`config.mk`:
```
export PLATFORM = sky130hd
export DESIGN_NAME = hazard_stall_ctrl
export DESIGN_NICKNAME = d
export VERILOG_FILES = /design/src/rtl/hazard_stall_ctrl.sv
export SDC_FILE = /design/constraint.sdc
export NUM_CORES = 1
export LEC_CHECK = 0
export CAP_MARGIN = 20
export CORE_ASPECT_RATIO = 0.75
export CORE_UTILIZATION = 40
export CTS_CLUSTER_SIZE = 10
export DETAILED_ROUTE_END_ITERATION = 10
export PLACE_DENSITY = 0.74
export SLEW_MARGIN = 20
export SYNTH_ARGS = -nofsm -noshare
export SYNTH_HDL_FRONTEND = slang
export SYNTH_SLANG_ARGS = --single-unit
```
`constraint.sdc`:
```
create_clock -name clk -period 3.15 [get_ports clk]
set_clock_uncertainty 0.05 [all_clocks]
set_input_delay 0.63 -clock clk [delete_from_list [all_inputs] [get_ports clk]]
set_output_delay 0.63 -clock clk [all_outputs]
set_load 0.03 [all_outputs]
```
`src/rtl/hazard_stall_ctrl.sv`:
```
// hazard_stall_ctrl
// Stall/flush side of the xgriscv hazard logic. It covers the cases that
// forwarding cannot: load-use, pending MDU writes (RAW and WAW), the single
// MDU being occupied, data-memory wait states and taken-branch redirects.
// It also keeps a one-entry MDU scoreboard, a saturating count of fetch-stall
// cycles and a sticky flag for an MDU that stays busy too long.
module hazard_stall_ctrl #(
  parameter int CNT_W       = 16,
  parameter int MDU_TIMEOUT = 64,
  parameter int RFIDX_WIDTH = 5
) (
  input  logic                   clk,
  input  logic                   rstn,
  input  logic [RFIDX_WIDTH-1:0] rs1D,
  input  logic [RFIDX_WIDTH-1:0] rs2D,
  input  logic [RFIDX_WIDTH-1:0] rdD,
  input  logic                   regwriteD,
  input  logic                   mdu_startD,
  input  logic [RFIDX_WIDTH-1:0] rdE,
  input  logic                   regwriteE,
  input  logic                   memreadE,
  input  logic                   mdu_startE,
  input  logic                   branch_takenE,
  input  logic                   dmem_reqM,
  input  logic                   dmem_ready,
  input  logic                   mdu_done,
  output logic                   stallF,
  output logic                   stallD,
  output logic                   stallE,
  output logic                   stallM,
  output logic                   flushD,
  output logic                   flushE,
  output logic                   flushW,
  output logic                   mdu_busy,
  output logic [CNT_W-1:0]       stall_cycles,
  output logic                   mdu_timeout
);

  // The busy counter only has to reach MDU_TIMEOUT, then it parks there.
  localparam int            BW       = $clog2(MDU_TIMEOUT + 1);
  localparam logic [BW-1:0] BUSY_MAX = BW'(MDU_TIMEOUT);
  localparam logic [BW-1:0] BUSY_ONE = BW'(1);

  logic [RFIDX_WIDTH-1:0] pend_rd;
  logic [BW-1:0]          busy_cnt;
  logic                   memw;
  logic                   lu;
  logic                   sb;
  logic                   st;
  logic                   accept;

  // Hazard conditions. mdu_done is folded into sb/st so that a result that is
  // written back this cycle releases the dependent D instruction at once
  // (the register file is write-through).
  assign memw = dmem_reqM & ~dmem_ready;
  assign lu   = memreadE & regwriteE & (rdE != '0) & ((rdE == rs1D) | (rdE == rs2D));
  assign sb   = mdu_busy & ~mdu_done & (pend_rd != '0) &
                ((pend_rd == rs1D) | (pend_rd == rs2D) | (regwriteD & (pend_rd == rdD)));
  assign st   = mdu_startD & ((mdu_busy & ~mdu_done) | mdu_startE);

  // An MDU op in E is only handed over when E actually advances.
  assign accept = mdu_startE & ~stallE;

  // Prioritised stall/flush decode: a memory wait freezes everything (and holds
  // any branch in E until the access finishes), a redirect beats data hazards
  // because the D instruction is wrong-path anyway, otherwise data hazards
  // insert a bubble into E.
  always_comb begin
    stallF = 1'b0;
    stallD = 1'b0;
    stallE = 1'b0;
    stallM = 1'b0;
    flushD = 1'b0;
    flushE = 1'b0;
    flushW = 1'b0;
    if (memw) begin
      stallF = 1'b1;
      stallD = 1'b1;
      stallE = 1'b1;
      stallM = 1'b1;
      flushW = 1'b1;
    end else if (branch_takenE) begin
      flushD = 1'b1;
      flushE = 1'b1;
    end else if (lu | sb | st) begin
      stallF = 1'b1;
      stallD = 1'b1;
      flushE = 1'b1;
    end
  end

  // One-entry MDU scoreboard with busy-age tracking. A new accept wins over a
  // simultaneous completion; the timeout flag is sticky until reset.
  always_ff @(posedge clk or negedge rstn) begin
    if (!rstn) begin
      mdu_busy    <= 1'b0;
      pend_rd     <= '0;
      busy_cnt    <= '0;
      mdu_timeout <= 1'b0;
    end else if (accept) begin
      mdu_busy <= 1'b1;
      pend_rd  <= rdE;
      busy_cnt <= '0;
    end else if (mdu_busy) begin
      if (busy_cnt != BUSY_MAX) begin
        busy_cnt <= busy_cnt + BUSY_ONE;
      end
      if (busy_cnt == BUSY_MAX - BUSY_ONE) begin
        mdu_timeout <= 1'b1;
      end
      if (mdu_done) begin
        mdu_busy <= 1'b0;
      end
    end
  end

  // Saturating count of cycles in which fetch was held.
  always_ff @(posedge clk or negedge rstn) begin
    if (!rstn) begin
      stall_cycles <= '0;
    end else if (stallF && (stall_cycles != '1)) begin
      stall_cycles <= stall_cycles + CNT_W'(1);
    end
  end

endmodule

```
==> impl_metrics.toml <==
[outcome]
status = "finished clean"

[grt]
grt_pass1_wl_mm = 6.78
grt.overflow.total = 0
grt_max_degree = 31
antenna_found_initial = 0
grt_pass1_vias = 1426
grt_usage = 0.188

[cts]
path_clk_slew_ns = 0.06
cts_tree = "yes"
cts_setup_buffers = 0
htree_levels = 2
clockRootBuffer = "clkbuf_8"
clock_path_buffers = 2
cts_buffers = 5
clock_sinks = 30
clk_latency_ns = 0.28

[synth]
synth_nets = 232
async_flop_share = 1.00
seq_area_frac_synth = 0.400
yosysUniqueCellTypes = 38
synth_flop_cell = "dfrtp_1"
ys_warn_count = 0
synth_edf_count = 0
avgSynthCellArea_um2 = 9.49
ys_ff_latch = 30
syn_area_um2 = 1880
synth_cells = 198

[floorplanning]
rows = 21
fp.coreArea_um2 = 4490
fp.dieW_um = 81.1
die_area_um2 = 4980
io_pins = 56
start_util = 0.418
die_y_um = 61.3

[power_and_ir_drop]
p_total_mw = 1.31
powerDensity_nw_per_um2 = 496
p_leak_nw = 1.25
irDropWorstVdd_uv = 424

[critical_path]
cp.arrival_ns = 2.36
path_class = "input pin to primary output"
end_kind = "primary output"
cp_max_fo = 4
required_ns = 2.47
start_kind = "input pin"

[sta]
fmax_mhz = 329
hold_violations = 0
fin_crit_ns = 3.04
tightest_slew_ns = 0.483
totalNegativeSetupSlack_ns = 0
slew_violations = 0
finalSetupViolCount = 0
slew_headroom = 0.678
fin_crit_sh = 0.965

[drt]
wl_mm = 4.47
drc = 0
vias = 1597
firstDrtPassIters = 4
ant_nets = 0
drtIter0Drc = 44
vias_per_cell = 5.05
wire_per_inst_um = 14.2

[place]
place_congestion = 0.848
port-buffer-count = 55
dp_hpwl_mm = 3.28

[cells_and_area]
multiInputGateArea_um2 = 1080
final_nets = 294
drive_above_1_share = 0.108
fillers = 392
area_growth_pct = 40.8
seq_area_um2 = 751
n_antenna_cell = 0

[job]
cap_violations = 0

[hold_path]
hold_path_class = "flip-flop to flip-flop"
-- power by group --
group / switching [mW] / total (mW) / internal (mW)
clock network: 0.132 / 0.300 / 0.168
registers: 0.0835 / 0.530 / 0.446
logic: 0.260 / 0.482 / 0.222
-- Yosys cell counts (3+ instances only) --
cell	instances	area share
dfrtp_1	30	0.40
nand2_1	28	0.056
xnor2_1	23	0.11
xor2_1	21	0.098
nor2_1	13	0.026
nand3_1	10	0.027
inv_1	8	0.016
nand4_1	7	0.023
nor3_1	7	0.019
buf_4	4	0.016
o21ai_0	4	0.011
and3_1	3	0.010
ha_1	3	0.020
nor4_1	3	0.010
nor4_2	3	0.020
-- cells in the final DEF, fill, tap and decap left out, drive strengths merged --
cell type      count
clkdlybuf4s50     40
dfrtp             30
nand2             28
xnor2             23
xor2              21
nor2              13
dlymetal6s2s      12
nand3             10
buf                9
inv                8
nor3               8
nor4               8
nand4              7
clkbuf             6
o21ai              4
and3               3
ha                 3
nand2b             2
or4                2
nor2b              2
or3                2
o211ai             2
a21oi              2
nor4b              2
o22ai              1
o311a              1
and2               1
mux2i              1
o21a               1
o31ai              1
a21o               1
nand4b             1
nand3b             1
nor3b              1
or2                1
mux2               1
-- cells by family (layout without fill, tap and decap cells) --
kind of cell               count (synthesis)  in the layout  share of synthesized area
xor gates and xnor gates                  44             44                      0.205
muxes                                      2              2                     0.0113
buffers and inverters                     14             75                     0.0400
adders and majority gates                  3              3                     0.0200
DFF                                       30             30                      0.400
AOI/OAI and AO/OA                         13             13                     0.0486
and+or+nand+nor                           92             92                      0.275
-- through the flow --
stage	cell area, µm²	util	setup WS [ns]	hold slack (ns)	instances
final	2640	0.588	0.109	0.407	316
after global routing	2640	0.588	-0.0426	0.428	316
after CTS	2580	0.574	0.0130	0.415	316
after detailed placement	2500	0.556	-0.00391	0.402	310
after global placement	2500	0.556	0.0564	0.400	310
after floorplan	1880	-	0.165	0.284	198
-- registers in the layout, indices dropped and copies added (netlist names) --
signal and flops:
stall_cycles 16, busy_cnt 7, pend_rd 5, mdu_busy 1
mdu_timeout 1
-- final cells by class --
cell class / count / area share
inverter: 8 / 0.0114
clock buffer: 6 / 0.0312
timing repair buffer: 61 / 0.237
tap: 57 / 0.0270
multi-input combinational: 154 / 0.410
sequential: 30 / 0.284
-- critical path, cell delays in order --
cell and delay [ns]:
clkdlybuf4s50_1 0.57, xnor2_1 0.15, nand3_1 0.10, o22ai_1 0.23, nand2_1 0.08, o211ai_1 0.16, inv_1 0.09, o21ai_2 0.20
buf_6 0.16
-- routing by layer --
| layer | vias up | GRT usage | routed length [µm] |
|---|---|---|---|
| li1 | 802 | - | - |
| met1 | 743 | 0.263 | 2220 |
| met2 | 47 | 0.276 | 1880 |
| met3 | 5 | 0.0622 | 321 |
| met4 | 0 | 0.0612 | 49 |
| met5 | - | 0 | 0 |
-- path summary, 6_finish.rpt --
check	from	endpoint	slack, ns	cells after the start
min in group asynchronous	rstn	stall_cycles[13]$_DFFE_PN0P_	0.68	2
max in group asynchronous	rstn	busy_cnt[1]$_DFFE_PN0P_	2.09	2
min reg2reg	mdu_timeout$_DFFE_PN0P_	mdu_timeout$_DFFE_PN0P_	0.41	1
max reg2reg	stall_cycles[2]$_DFFE_PN0P_	stall_cycles[1]$_DFFE_PN0P_	0.83	7
max	rdE[3]	stallD	0.11	9
min	mdu_timeout$_DFFE_PN0P_	mdu_timeout$_DFFE_PN0P_	0.41	1
-- repair_timing --
action | in CTS | in global routing
hold endpoints to repair | 0 | 0
pin swaps | 1 | 10
gates cloned | 0 | 0
endpoints found under the setup margin | 1 | 3
resized for setup | 0 | 19
hold buffers | 0 | 0
Note: power is estimated with default switching activity, not from simulation.
